### src/rtl/instr_queue_pkg.sv
// Shared definitions for the instruction issue queue.
//   INSTR_WIDTH_DEF / PC_WIDTH_DEF : default instruction and PC widths
//   instr_t                        : one 32-bit instruction word
//   popcount_prefix()              : number of set bits in a valid vector
//                                    (valid vectors are contiguous prefixes,
//                                    so this equals the prefix length)
package instr_queue_pkg;

    localparam int INSTR_WIDTH_DEF = 32;
    localparam int PC_WIDTH_DEF    = 5;

    typedef logic [31:0] instr_t;

    function automatic logic [5:0] popcount_prefix(input logic [31:0] vec);
        logic [5:0] cnt;
        cnt = 6'd0;
        for (int i = 0; i < 32; i++) begin
            cnt = cnt + {5'd0, vec[i]};
        end
        return cnt;
    endfunction

endpackage

### src/rtl/instr_issue_queue_if.sv
// Bundle of the producer-side and consumer-side signals of the issue queue.
//   slave  : the queue itself (accepts instructions, presents head entries)
//   master : the fetch driver / execute stage surrounding the queue
// Signals: in_valid_i, instr_i, in_ready_o (push side); out_valid_o,
// instr_o, out_pop_i, pc_o (issue side); flush_i, flush_pc_i; count_o.
interface instr_issue_queue_if
    import instr_queue_pkg::*;
#(
    parameter int NUM_LANES   = 2,
    parameter int ISSUE_WIDTH = 2,
    parameter int DEPTH       = 8,
    parameter int INSTR_WIDTH = INSTR_WIDTH_DEF,
    parameter int PC_WIDTH    = PC_WIDTH_DEF
);
    localparam int POP_W = $clog2(ISSUE_WIDTH + 1);
    localparam int CNT_W = $clog2(DEPTH + 1);

    logic [NUM_LANES-1:0]               in_valid_i;
    logic [NUM_LANES*INSTR_WIDTH-1:0]   instr_i;
    logic                               in_ready_o;
    logic [ISSUE_WIDTH-1:0]             out_valid_o;
    logic [ISSUE_WIDTH*INSTR_WIDTH-1:0] instr_o;
    logic [POP_W-1:0]                   out_pop_i;
    logic [PC_WIDTH-1:0]                pc_o;
    logic                               flush_i;
    logic [PC_WIDTH-1:0]                flush_pc_i;
    logic [CNT_W-1:0]                   count_o;

    modport slave (
        input  in_valid_i, instr_i, out_pop_i, flush_i, flush_pc_i,
        output in_ready_o, out_valid_o, instr_o, pc_o, count_o
    );

    modport master (
        output in_valid_i, instr_i, out_pop_i, flush_i, flush_pc_i,
        input  in_ready_o, out_valid_o, instr_o, pc_o, count_o
    );

endinterface

### src/rtl/instr_queue_ram.sv
// Circular storage for the issue queue: DEPTH x INSTR_WIDTH registers with
// NUM_LANES write ports and ISSUE_WIDTH combinational read ports. Lane l of
// each port addresses base + l, wrapping modulo DEPTH (power of two).
//   clk, rst_n  : clock, async active-low reset (clears storage)
//   wr_en_i     : per-lane write enable
//   wr_base_i   : write pointer for lane 0
//   wr_data_i   : packed write data, lane 0 in LSBs
//   rd_base_i   : read pointer for lane 0
//   rd_data_o   : packed read data, lane 0 in LSBs
module instr_queue_ram
    import instr_queue_pkg::*;
#(
    parameter int NUM_LANES   = 2,
    parameter int ISSUE_WIDTH = 2,
    parameter int DEPTH       = 8,
    parameter int INSTR_WIDTH = INSTR_WIDTH_DEF,
    localparam int PTR_W      = $clog2(DEPTH)
) (
    input  logic                               clk,
    input  logic                               rst_n,
    input  logic [NUM_LANES-1:0]               wr_en_i,
    input  logic [PTR_W-1:0]                   wr_base_i,
    input  logic [NUM_LANES*INSTR_WIDTH-1:0]   wr_data_i,
    input  logic [PTR_W-1:0]                   rd_base_i,
    output logic [ISSUE_WIDTH*INSTR_WIDTH-1:0] rd_data_o
);

    logic [INSTR_WIDTH-1:0] mem_q [DEPTH];
    logic [PTR_W-1:0]       wr_addr_s [NUM_LANES];
    logic [PTR_W-1:0]       rd_addr_s [ISSUE_WIDTH];

    // Per-lane write addresses, wrapping naturally in PTR_W bits.
    always_comb begin
        for (int l = 0; l < NUM_LANES; l++) begin
            wr_addr_s[l] = wr_base_i + PTR_W'(l);
        end
    end

    // Storage update; lanes always hit distinct entries since NUM_LANES <= DEPTH.
    always_ff @(posedge clk or negedge rst_n) begin
        if (!rst_n) begin
            for (int i = 0; i < DEPTH; i++) begin
                mem_q[i] <= '0;
            end
        end else begin
            for (int l = 0; l < NUM_LANES; l++) begin
                if (wr_en_i[l]) begin
                    mem_q[wr_addr_s[l]] <= wr_data_i[l*INSTR_WIDTH +: INSTR_WIDTH];
                end
            end
        end
    end

    // Combinational read of the ISSUE_WIDTH entries starting at the read pointer.
    always_comb begin
        rd_data_o = '0;
        for (int k = 0; k < ISSUE_WIDTH; k++) begin
            rd_addr_s[k] = rd_base_i + PTR_W'(k);
            rd_data_o[k*INSTR_WIDTH +: INSTR_WIDTH] = mem_q[rd_addr_s[k]];
        end
    end

endmodule

### src/rtl/instr_issue_queue.sv
// Instruction issue queue: accepts up to NUM_LANES instructions per cycle
// (all-or-nothing) into a DEPTH-entry circular buffer and presents up to
// ISSUE_WIDTH oldest entries with the PC of the oldest one.
//   clk, rst_n      : clock, async active-low reset
//   bus (slave)     : push group, issue group, flush/redirect and occupancy
// Optional build macro INSTR_QUEUE_STATS_EN adds:
//   stall_cycles_o  : cycles with lane-0 valid while not ready (saturating)
//   flush_count_o   : number of flush cycles (saturating)
module instr_issue_queue
    import instr_queue_pkg::*;
#(
    parameter int NUM_LANES   = 2,
    parameter int ISSUE_WIDTH = 2,
    parameter int DEPTH       = 8,
    parameter int INSTR_WIDTH = INSTR_WIDTH_DEF,
    parameter int PC_WIDTH    = PC_WIDTH_DEF
) (
    input  logic                clk,
    input  logic                rst_n,
    instr_issue_queue_if.slave  bus
`ifdef INSTR_QUEUE_STATS_EN
    ,
    output logic [31:0]         stall_cycles_o,
    output logic [15:0]         flush_count_o
`endif
);

    localparam int PTR_W = $clog2(DEPTH);
    localparam int CNT_W = $clog2(DEPTH + 1);
    localparam int POP_W = $clog2(ISSUE_WIDTH + 1);

    logic [PTR_W-1:0]    rd_ptr_q, rd_ptr_d;
    logic [PTR_W-1:0]    wr_ptr_q, wr_ptr_d;
    logic [CNT_W-1:0]    count_q, count_d;
    logic [PC_WIDTH-1:0] pc_q, pc_d;

    logic [CNT_W-1:0]       push_cnt_s;
    logic [CNT_W-1:0]       push_amt_s;
    logic [CNT_W-1:0]       avail_s;
    logic                   ready_s;
    logic                   do_push_s;
    logic [ISSUE_WIDTH-1:0] out_valid_s;
    logic [POP_W-1:0]       occ_s;
    logic [POP_W-1:0]       pop_eff_s;
    logic [NUM_LANES-1:0]   wr_en_s;
    logic [ISSUE_WIDTH*INSTR_WIDTH-1:0] rd_data_s;

    instr_queue_ram #(
        .NUM_LANES   (NUM_LANES),
        .ISSUE_WIDTH (ISSUE_WIDTH),
        .DEPTH       (DEPTH),
        .INSTR_WIDTH (INSTR_WIDTH)
    ) u_ram (
        .clk       (clk),
        .rst_n     (rst_n),
        .wr_en_i   (wr_en_s),
        .wr_base_i (wr_ptr_q),
        .wr_data_i (bus.instr_i),
        .rd_base_i (rd_ptr_q),
        .rd_data_o (rd_data_s)
    );

    // Accept/pop decisions; ready comes from the registered count only, so a
    // full queue that pops this cycle still refuses the incoming group.
    always_comb begin
        avail_s    = CNT_W'(DEPTH) - count_q;
        ready_s    = (avail_s >= CNT_W'(NUM_LANES));
        push_cnt_s = CNT_W'(popcount_prefix(32'(bus.in_valid_i)));
        do_push_s  = ready_s && (push_cnt_s != '0) && !bus.flush_i;
        if (do_push_s) begin
            push_amt_s = push_cnt_s;
            wr_en_s    = bus.in_valid_i;
        end else begin
            push_amt_s = '0;
            wr_en_s    = '0;
        end
        for (int k = 0; k < ISSUE_WIDTH; k++) begin
            out_valid_s[k] = (count_q > CNT_W'(k));
        end
        occ_s = POP_W'(popcount_prefix(32'(out_valid_s)));
        // Clamp the requested pop to the presented entries: no underflow.
        if (bus.out_pop_i < occ_s) begin
            pop_eff_s = bus.out_pop_i;
        end else begin
            pop_eff_s = occ_s;
        end
    end

    // Next-state for pointers, occupancy and PC; flush overrides push and pop.
    always_comb begin
        rd_ptr_d = rd_ptr_q;
        wr_ptr_d = wr_ptr_q;
        count_d  = count_q;
        pc_d     = pc_q;
        if (bus.flush_i) begin
            rd_ptr_d = '0;
            wr_ptr_d = '0;
            count_d  = '0;
            pc_d     = bus.flush_pc_i;
        end else begin
            rd_ptr_d = rd_ptr_q + PTR_W'(pop_eff_s);
            wr_ptr_d = wr_ptr_q + PTR_W'(push_amt_s);
            count_d  = count_q + push_amt_s - CNT_W'(pop_eff_s);
            pc_d     = pc_q + PC_WIDTH'(pop_eff_s);
        end
    end

    // Queue state registers.
    always_ff @(posedge clk or negedge rst_n) begin
        if (!rst_n) begin
            rd_ptr_q <= '0;
            wr_ptr_q <= '0;
            count_q  <= '0;
            pc_q     <= '0;
        end else begin
            rd_ptr_q <= rd_ptr_d;
            wr_ptr_q <= wr_ptr_d;
            count_q  <= count_d;
            pc_q     <= pc_d;
        end
    end

    // Output path straight from storage; lanes beyond occupancy read as zero.
    always_comb begin
        bus.instr_o = '0;
        for (int k = 0; k < ISSUE_WIDTH; k++) begin
            if (out_valid_s[k]) begin
                bus.instr_o[k*INSTR_WIDTH +: INSTR_WIDTH] = rd_data_s[k*INSTR_WIDTH +: INSTR_WIDTH];
            end else begin
                bus.instr_o[k*INSTR_WIDTH +: INSTR_WIDTH] = '0;
            end
        end
        bus.out_valid_o = out_valid_s;
        bus.in_ready_o  = ready_s;
        bus.pc_o        = pc_q;
        bus.count_o     = count_q;
    end

`ifdef INSTR_QUEUE_STATS_EN
    logic [31:0] stall_q;
    logic [15:0] flush_cnt_q;

    // Saturating statistics counters.
    always_ff @(posedge clk or negedge rst_n) begin
        if (!rst_n) begin
            stall_q     <= 32'd0;
            flush_cnt_q <= 16'd0;
        end else begin
            if (bus.in_valid_i[0] && !ready_s && (stall_q != 32'hFFFF_FFFF)) begin
                stall_q <= stall_q + 32'd1;
            end
            if (bus.flush_i && (flush_cnt_q != 16'hFFFF)) begin
                flush_cnt_q <= flush_cnt_q + 16'd1;
            end
        end
    end

    assign stall_cycles_o = stall_q;
    assign flush_count_o  = flush_cnt_q;
`endif

endmodule

### src/flat_wrapper.sv
// flat-port wrapper written by rule: the top's interface ports become plain ports
module instr_issue_queue_flat import instr_queue_pkg::*;
#(
    parameter int NUM_LANES   = 2,
    parameter int ISSUE_WIDTH = 2,
    parameter int DEPTH       = 8,
    parameter int INSTR_WIDTH = INSTR_WIDTH_DEF,
    parameter int PC_WIDTH    = PC_WIDTH_DEF
)
  (clk, rst_n, bus_in_valid_i, bus_instr_i, bus_out_pop_i, bus_flush_i, bus_flush_pc_i, bus_in_ready_o, bus_out_valid_o, bus_instr_o, bus_pc_o, bus_count_o);
  instr_issue_queue_if #(.NUM_LANES(NUM_LANES), .ISSUE_WIDTH(ISSUE_WIDTH), .DEPTH(DEPTH), .INSTR_WIDTH(INSTR_WIDTH), .PC_WIDTH(PC_WIDTH)) bus_i ();
  input  logic clk;
  input  logic rst_n;
  input wire logic [$bits(bus_i.in_valid_i)-1:0] bus_in_valid_i;
  input wire logic [$bits(bus_i.instr_i)-1:0] bus_instr_i;
  input wire logic [$bits(bus_i.out_pop_i)-1:0] bus_out_pop_i;
  input wire logic [$bits(bus_i.flush_i)-1:0] bus_flush_i;
  input wire logic [$bits(bus_i.flush_pc_i)-1:0] bus_flush_pc_i;
  output wire logic [$bits(bus_i.in_ready_o)-1:0] bus_in_ready_o;
  output wire logic [$bits(bus_i.out_valid_o)-1:0] bus_out_valid_o;
  output wire logic [$bits(bus_i.instr_o)-1:0] bus_instr_o;
  output wire logic [$bits(bus_i.pc_o)-1:0] bus_pc_o;
  output wire logic [$bits(bus_i.count_o)-1:0] bus_count_o;
  assign bus_i.in_valid_i = bus_in_valid_i;
  assign bus_i.instr_i = bus_instr_i;
  assign bus_i.out_pop_i = bus_out_pop_i;
  assign bus_i.flush_i = bus_flush_i;
  assign bus_i.flush_pc_i = bus_flush_pc_i;
  assign bus_in_ready_o = bus_i.in_ready_o;
  assign bus_out_valid_o = bus_i.out_valid_o;
  assign bus_instr_o = bus_i.instr_o;
  assign bus_pc_o = bus_i.pc_o;
  assign bus_count_o = bus_i.count_o;
  instr_issue_queue #(.NUM_LANES(NUM_LANES), .ISSUE_WIDTH(ISSUE_WIDTH), .DEPTH(DEPTH), .INSTR_WIDTH(INSTR_WIDTH), .PC_WIDTH(PC_WIDTH)) u_core (.clk(clk), .rst_n(rst_n), .bus(bus_i));
endmodule
### config.mk
export PLATFORM = sky130hd
export DESIGN_NAME = instr_issue_queue_flat
export DESIGN_NICKNAME = d
export VERILOG_FILES = /design/src/rtl/instr_queue_pkg.sv /design/src/rtl/instr_issue_queue_if.sv /design/src/rtl/instr_queue_ram.sv /design/src/rtl/instr_issue_queue.sv /design/src/flat_wrapper.sv
export SDC_FILE = /design/constraint.sdc
export NUM_CORES = 1
export LEC_CHECK = 0
export BUFFER_PORTS_ARGS = -buffer_cell sky130_fd_sc_hd__buf_4
export CAP_MARGIN = 20
export CORE_MARGIN = 2
export CORE_UTILIZATION = 53
export CTS_CLUSTER_DIAMETER = 100
export CTS_CLUSTER_SIZE = 30
export DETAILED_ROUTE_END_ITERATION = 12
export HOLD_SLACK_MARGIN = 0.15
export PLACE_DENSITY = 0.75
export SLEW_MARGIN = 10
export SYNTH_ARGS = -nofsm -noshare
export SYNTH_HDL_FRONTEND = slang
export SYNTH_HIERARCHICAL = 1
export SYNTH_SLANG_ARGS = --single-unit
### constraint.sdc
create_clock -name clk -period 3.08 [get_ports clk]
set_clock_uncertainty 0.1 [all_clocks]
set_input_delay 0.308 -clock clk [delete_from_list [all_inputs] [get_ports clk]]
set_output_delay 0.308 -clock clk [all_outputs]
set_load 0.01 [all_outputs]
## Word level (Yosys, flattened, before mapping)

Cells that the tools add are included.
W data, S select, Z words.

| word-level totals | value |
|---|---|
| register bits | 271 |
| input port bits | 76 |
| logic and storage cells | 65 |

| cells by class | value |
|---|---|
| $add $sub $neg | 10 |
| $lt $le $gt $ge | 10 |
| multiplexer cells | 23 |
| bitwise operators | 4 |
| reduce and logical (&&, ||, !) cells | 6 |

Operators with widths:

| operator | count |
|---|---|
| $bwmux W256 | 2 |
| $mux W256 | 2 |
| $mux W32 | 8 |
| $bmux W32 S3 | 2 |
| $demux W32 S3 | 2 |
| $ge A4 B4 Y1 const B | 4 |
| $not A3 Y4 | 4 |
| $gt A4 B1 Y1 const B | 2 |
| $lt A4 B1 Y1 const B | 2 |
| $mux W4 | 2 |
| $add A3 B1 Y3 const B | 2 |
| $mux W3 | 2 |
| $add A5 B2 Y5 | 1 |
| $mux W5 | 1 |
| $add A1 B1 Y2 | 2 |
| $add A4 B4 Y4 | 1 |
| $ge A4 B2 Y1 const B | 1 |
| $logic_and A1 B1 Y1 | 4 |
| $mux W2 | 2 |
| $reduce_bool A4 Y1 | 1 |
| $sub A4 B2 Y4 | 1 |
| $sub A4 B4 Y4 const A | 1 |
| $add A3 B2 Y3 | 1 |
| $add A3 B3 Y3 | 1 |
| 2 further kinds | 2 |

## Longest topological paths before layout

| logic depth | value |
|---|---|
| depth in word-level cells | 9 |
| mapped depth | 15 |

## Cells and area by module

The synthesis kept the hierarchy.

By module, submodules not included:

| module | instances | cells each | area an instance (µm²) | seq. area each (µm²) |
|---|---|---|---|---|
| instr_queue_ram | 1 | 1074 | 17093.9 | 6406.1 |
| instr_issue_queue | 1 | 175 | 1510.2 | 375.4 |

## Worst setup path before layout

No wires, ideal clock.

| path | value |
|---|---|
| path kind | register to register |
| start point | register u_core.count_q[1], in the netlist u_core/bus.count_o[1] |
| end point | register u_core.count_q[2], in the netlist u_core/bus.count_o[2] |
| library setup time | 0.121 ns |
| data arrival time | 3.034 ns |
| required time | 2.859 ns |
| path slack | -0.175 ns |
| stages on the path, launching flop included | 16 |
| buffers on the path | 1 |
| path through | dfrtp_1 > inv_1 > ha_1 > nand2_1 > clkbuf_1 > ha_1 > inv_1 > ha_1 > nor2_1 > o22a_1 > ha_1 > inv_1 > ha_1 > fa_1 > xnor2_1 > nor2_1 |

RTL lines:

| item | line | source |
|---|---|---|
| start: declaration | instr_issue_queue.sv:34 | `logic [CNT_W-1:0] count_q, count_d;` |
| start signal: assignment | instr_issue_queue.sv:118 | `count_q <= count_d;` |
| $gt A4 B1 Y1 (*) | instr_issue_queue.sv:78 | `out_valid_s[k] = (count_q > CNT_W'(k));` |
| named net bus_out_valid_o[0] | flat_wrapper.sv:20 | `output wire logic [$bits(bus_i.out_valid_o)-1:0] bus_out_valid_o;` |
| $add A1 B1 Y2 (*) | instr_queue_pkg.sv:18 | `cnt = cnt + {5'd0, vec[i]};` |
| $lt A2 B2 Y1 | instr_issue_queue.sv:82 | `if (bus.out_pop_i < occ_s) begin` |
| $mux W2 (*) | instr_issue_queue.sv:82 |  |
| $sub A4 B2 Y4 (*) | instr_issue_queue.sv:103 | `count_d = count_q + push_amt_s - CNT_W'(pop_eff_s);` |
| $mux W4 (*) | instr_issue_queue.sv:95 | `if (bus.flush_i) begin` |
| named net u_core.count_d[2] | instr_issue_queue.sv:34 |  |

The timed path passes the listed nets; every way through them passes the cells marked *.

## Worst setup path in the final report

| path | value |
|---|---|
| start point | register u_core.rd_ptr_q[1] |
| end point | output port bus_instr_o[51] |

| on the way | value |
|---|---|
| word-level cells in the longest chain between the ends | 6 |

Ends and longest elaborated chain:

| item | line | source |
|---|---|---|
| start: declaration | instr_issue_queue.sv:32 | `logic [PTR_W-1:0] rd_ptr_q, rd_ptr_d;` |
| start signal: assignment | instr_issue_queue.sv:116 | `rd_ptr_q <= rd_ptr_d;` |
| $add A3 B1 Y3 | instr_queue_ram.sv:58 | `rd_addr_s[k] = rd_base_i + PTR_W'(k);` |
| $not A3 Y4 (implied by the code) | instr_queue_ram.sv:59 | `rd_data_o[k*INSTR_WIDTH +: INSTR_WIDTH] = mem_q[rd_addr_s[k]];` |
| $bmux W32 S3 | instr_queue_ram.sv:59 |  |
| $mux W32 (implied by the code) (2 in series) | instr_queue_ram.sv:59 |  |
| named net u_core.rd_data_s[51] | instr_issue_queue.sv:46 | `logic [ISSUE_WIDTH*INSTR_WIDTH-1:0] rd_data_s;` |
| $mux W32 | instr_issue_queue.sv:127 | `if (out_valid_s[k]) begin` |
| end: declaration | flat_wrapper.sv:21 | `output wire logic [$bits(bus_i.instr_o)-1:0] bus_instr_o;` |

The timed path passes the listed nets, and every way through them passes these cells. The select of a mux whose other input is x is not followed.

==> run_summary.xml <==
<?xml version="1.0" encoding="UTF-8"?>
<metrics>
  <group name="sta">
    <metric name="setup_total_negative_slack" unit="ns">-0.703</metric>
    <metric name="maxClockFrequency" unit="MHz">320</metric>
    <metric name="rsz0062_at_grt" unit="">true</metric>
    <metric name="tightest_slew" unit="ns">0.753</metric>
    <metric name="timing.final.hold_violations" unit="">0</metric>
    <metric name="final_max_slew_viol_count" unit="">0</metric>
    <metric name="finalSetupViolations" unit="">27</metric>
    <metric name="layout_min_cycle_time" unit="ns">3.13</metric>
    <metric name="worst_case_headroom_to_the_max_slew_limit" unit="">0.498</metric>
    <metric name="final_critical_path_setup_slack" unit="ns">-0.0486</metric>
    <metric name="post-route-period-util" unit="">1.02</metric>
  </group>
  <group name="clock_network">
    <metric name="path_clk_slew" unit="ns">0.10</metric>
    <metric name="cts_buffer_depth" unit="">3</metric>
    <metric name="clkSinkCount" unit="">271</metric>
    <metric name="cts_tree" unit="">built</metric>
    <metric name="clock_insertion_delay_worst_skew" unit="ns">0.51</metric>
    <metric name="numCtsBuffers" unit="">15</metric>
    <metric name="cts.htree.levels" unit="">1</metric>
    <metric name="clk_root_buffer_cell" unit="">clkbuf_16</metric>
  </group>
  <group name="detailed_routing">
    <metric name="wire_per_inst" unit="microns">26.2</metric>
    <metric name="drtAntennaViolNets" unit="">0</metric>
    <metric name="route.detailed.vias_per_inst" unit="">6.19</metric>
    <metric name="drt_iter0_drc" unit="">798</metric>
    <metric name="dr.pass1.iters" unit="">4</metric>
    <metric name="drt-total-wl" unit="microns">50500</metric>
    <metric name="drc" unit="">0</metric>
    <metric name="vias" unit="">11900</metric>
  </group>
  <group name="synthesis">
    <metric name="synth.area.top_cells" unit="">dfrtp_1 36%, mux2_2 25%, mux4_2 15%</metric>
    <metric name="avg_synthesized_cell_area" unit="sq um">14.9</metric>
    <metric name="synth_top_family_by_area" unit="">multiplexers</metric>
    <metric name="netlist_instances" unit="">1249</metric>
    <metric name="synth-main-ff-cell" unit="">dfrtp_1</metric>
    <metric name="synth.largest_area_cell" unit="">dfrtp_1</metric>
    <metric name="synth_enable_flop_cells" unit="">0</metric>
    <metric name="synth_xor_xnor_area_share" unit="">0.00592</metric>
    <metric name="yosys-mux-area-fraction" unit="">0.529</metric>
    <metric name="synthesis.area" unit="sq mm">0.0186</metric>
    <metric name="synth_adder_area_share" unit="">0.0182</metric>
    <metric name="post-synth-top-area-fraction" unit="">0.365</metric>
    <metric name="synthArstFlopShare" unit="">1.00</metric>
    <metric name="yosys.area_share.simple" unit="">0.0408</metric>
    <metric name="synth.yosys.warnings" unit="">6</metric>
    <metric name="synth.distinct_cells" unit="">41</metric>
    <metric name="synth-compound-area-share" unit="">0.00525</metric>
    <metric name="postSynthRegisterBits" unit="">271</metric>
    <metric name="postSynthNetCount" unit="">1349</metric>
    <metric name="yosys.cell_count.top_type" unit="">mux2_2</metric>
    <metric name="synth-seq-area-share" unit="">0.365</metric>
    <metric name="ys_top_cells_by_count" unit="">421 x mux2_2, 271 x dfrtp_1, 128 x mux4_2</metric>
  </group>
  <group name="outcome">
    <metric name="result_of_the_run" unit="">complete, but fails checks</metric>
    <metric name="failing_checks" unit="">setup timing</metric>
  </group>
  <group name="critical_path">
    <metric name="crit_fanout" unit="">6</metric>
    <metric name="crit_type" unit="">register to output port</metric>
    <metric name="worst_path_cell_chain" unit="">ha_4 -&gt; buf_12 -&gt; clkbuf_16 -&gt; mux4_2 -&gt; mux2_4 -&gt; and2_4 -&gt; buf_6</metric>
    <metric name="timing.critical_path.slowest_cell_delay" unit="ns">0.52</metric>
    <metric name="max_stage_delay_cell_worst_path" unit="">mux4_2</metric>
    <metric name="cp_required" unit="ns">2.67</metric>
    <metric name="reg2reg_setup_slack" unit="ns">0.15</metric>
    <metric name="timing.critical_path.arrival" unit="ns">2.72</metric>
    <metric name="end_kind" unit="">output port</metric>
    <metric name="worstSetupStartpointType" unit="">register</metric>
  </group>
  <group name="power">
    <metric name="internal-power" unit="mW">13.6</metric>
    <metric name="switching_share" unit="">0.344</metric>
    <metric name="ir_drop" unit="uV">572</metric>
    <metric name="comb_power_share" unit="">0.611</metric>
    <metric name="netSwitchingPower" unit="mW">7.14</metric>
    <metric name="total_power" unit="mW">20.8</metric>
    <metric name="seq_pwr_share" unit="">0.279</metric>
    <metric name="clock_power_share" unit="">0.110</metric>
    <metric name="p_per_area" unit="mW/mm^2">937</metric>
    <metric name="power.leakage" unit="nW">10.2</metric>
  </group>
  <group name="flow_run">
    <metric name="drv_cap" unit="">0</metric>
  </group>
  <group name="die">
    <metric name="floorplan.die.width" unit="microns">191</metric>
    <metric name="fp.coreArea" unit="sq mm">0.0345</metric>
    <metric name="num_io_pins" unit="">152</metric>
    <metric name="initial_utilization" unit="">0.539</metric>
    <metric name="die_area" unit="sq mm">0.0366</metric>
    <metric name="die_y" unit="microns">191</metric>
    <metric name="num_rows" unit="">68</metric>
  </group>
  <group name="grt">
    <metric name="grt_pass1_wl" unit="microns">78100</metric>
    <metric name="antenna_found_initial" unit="">0</metric>
    <metric name="track_usage" unit="">0.280</metric>
    <metric name="grt_overflow" unit="">0</metric>
    <metric name="grt_start_max_net_pins" unit="">82</metric>
    <metric name="number_of_global_route_vias_before_repair" unit="">12800</metric>
  </group>
  <group name="layout">
    <metric name="finalNetCount" unit="">1565</metric>
    <metric name="drive_above_1_share" unit="">0.657</metric>
    <metric name="syn_to_final_growth" unit="%">19.3</metric>
  </group>
  <group name="placement">
    <metric name="hpwl" unit="microns">29800</metric>
    <metric name="port-buffer-count" unit="">151</metric>
    <metric name="routabilityCongestion" unit="">0.790</metric>
  </group>
  <group name="min_path">
    <metric name="worst_hold_path_type" unit="">input port to register</metric>
  </group>
</metrics>
==> worst max-delay path: cells and delay by family, from the launching register on <==
family,cells,cell delay (ns)
adders and majority gates,1,0.34
buffers and inverters,3,0.44
DFF,1,0.51
muxes,2,0.80
and+or+nand+nor,1,0.14
==> cells in the final DEF, fill, tap and decap left out, types with 14 or more instances in the layout <==
cell             n
mux2_1          37
buf_6           21
buf_12          18
mux2_2         396
and2_4          18
dlygate4sd3_1   71
ha_1            16
clkbuf_16       18
and2_1          46
buf_4          174
inv_1           14
mux2_4         145
dfrtp_1        266
mux4_2         128
==> metal layers <==
metal  vias up  wire length (microns)  global-route usage
met3        63                   2400              0.0318
met2       361                  25100               0.472
met5         -                      0                   0
met4         0                    976              0.0692
li1       5178                      -                   -
met1      6328                  22000               0.388
==> through the flow <==
| stage | instances | instance area [sq um] | util | hold WS, ns | setup WS (ns) |
|---|---|---|---|---|---|
| floorplan | 1249 | 18600 | - | -0.0876 | 0.00774 |
| global placement | 1816 | 20400 | 0.591 | 0.260 | 0.122 |
| detailed placement | 1816 | 20400 | 0.591 | 0.259 | 0.0532 |
| CTS | 1923 | 21900 | 0.635 | 0.249 | -0.125 |
| global route | 1927 | 22200 | 0.642 | 0.287 | -0.107 |
| finish | 1928 | 22200 | 0.643 | 0.254 | -0.0486 |
==> registers in the layout, indices dropped and copies added, names as in the netlist <==
name,count
u_core/rd_ptr_q,3
u_core/u_ram/mem_q,256
u_core/bus.count_o,4
u_core/wr_ptr_q,3
u_core/bus.pc_o,5
==> cells by family (layout without fill, tap and decap cells) <==
logic type,count (synthesis),after routing
AO/OA/AOI/OAI,16,16
XOR/XNOR,10,10
buffers and inverters,112,335
multiplexers,706,706
flip-flops,271,271
AND/OR/NAND/NOR,110,110
adder cells (fa/ha/maj),24,24
other,0,1
==> area by class of cell <==
cell class | instances | area (sq um)
Tap cell | 455 | 569
Fill cell | 2548 | 12300
Antenna cell | 1 | 2.50
Sequential cell | 271 | 6790
Clock buffer | 18 | 397
Clock inverter | 6 | 73.8
Timing Repair Buffer | 297 | 2930
Multi-Input combinational cell | 866 | 11400
Inverter | 14 | 52.6
==> path summary, 6_finish.rpt <==
path                                             from                       to  cells past startpoint
worst max-delay path               u_core/rd_ptr_q[1]          bus_instr_o[51]                      7
worst min register to register     u_core/bus.pc_o[4]       u_core/bus.pc_o[4]                      2
worst min-delay path                 bus_out_pop_i[0]       u_core/bus.pc_o[0]                      4
min in group asynchronous                       rst_n  u_core/u_ram/mem_q[125]                      2
worst max register to register  u_core/bus.count_o[0]    u_core/bus.count_o[1]                     12
max in group asynchronous                       rst_n   u_core/u_ram/mem_q[10]                      3
==> repair_timing <==
| action | 4_1_cts | 5_1_grt |
|---|---|---|
| gates resized for setup | 28 | 58 |
| hold buffers | 71 | 0 |
| hold endpoints to repair | 346 | 0 |
| gates cloned | 5 | 3 |
| pin swaps | 1 | 4 |
| buffers inserted | 9 | 2 |
| setup endpoints to repair | 62 | 110 |
==> power by group through the flow <==
stage               Clock (mW)  Combinational (mW)  Sequential, mW
floorplan                    0                7.92            5.48
global placement             0                11.0            5.71
detailed placement           0                11.2            5.82
CTS                       2.35                12.0            5.76
global route              2.47                13.5            5.94
finish                    2.29                12.7            5.79
No activity file was read; power rests on OpenSTA's default activity.
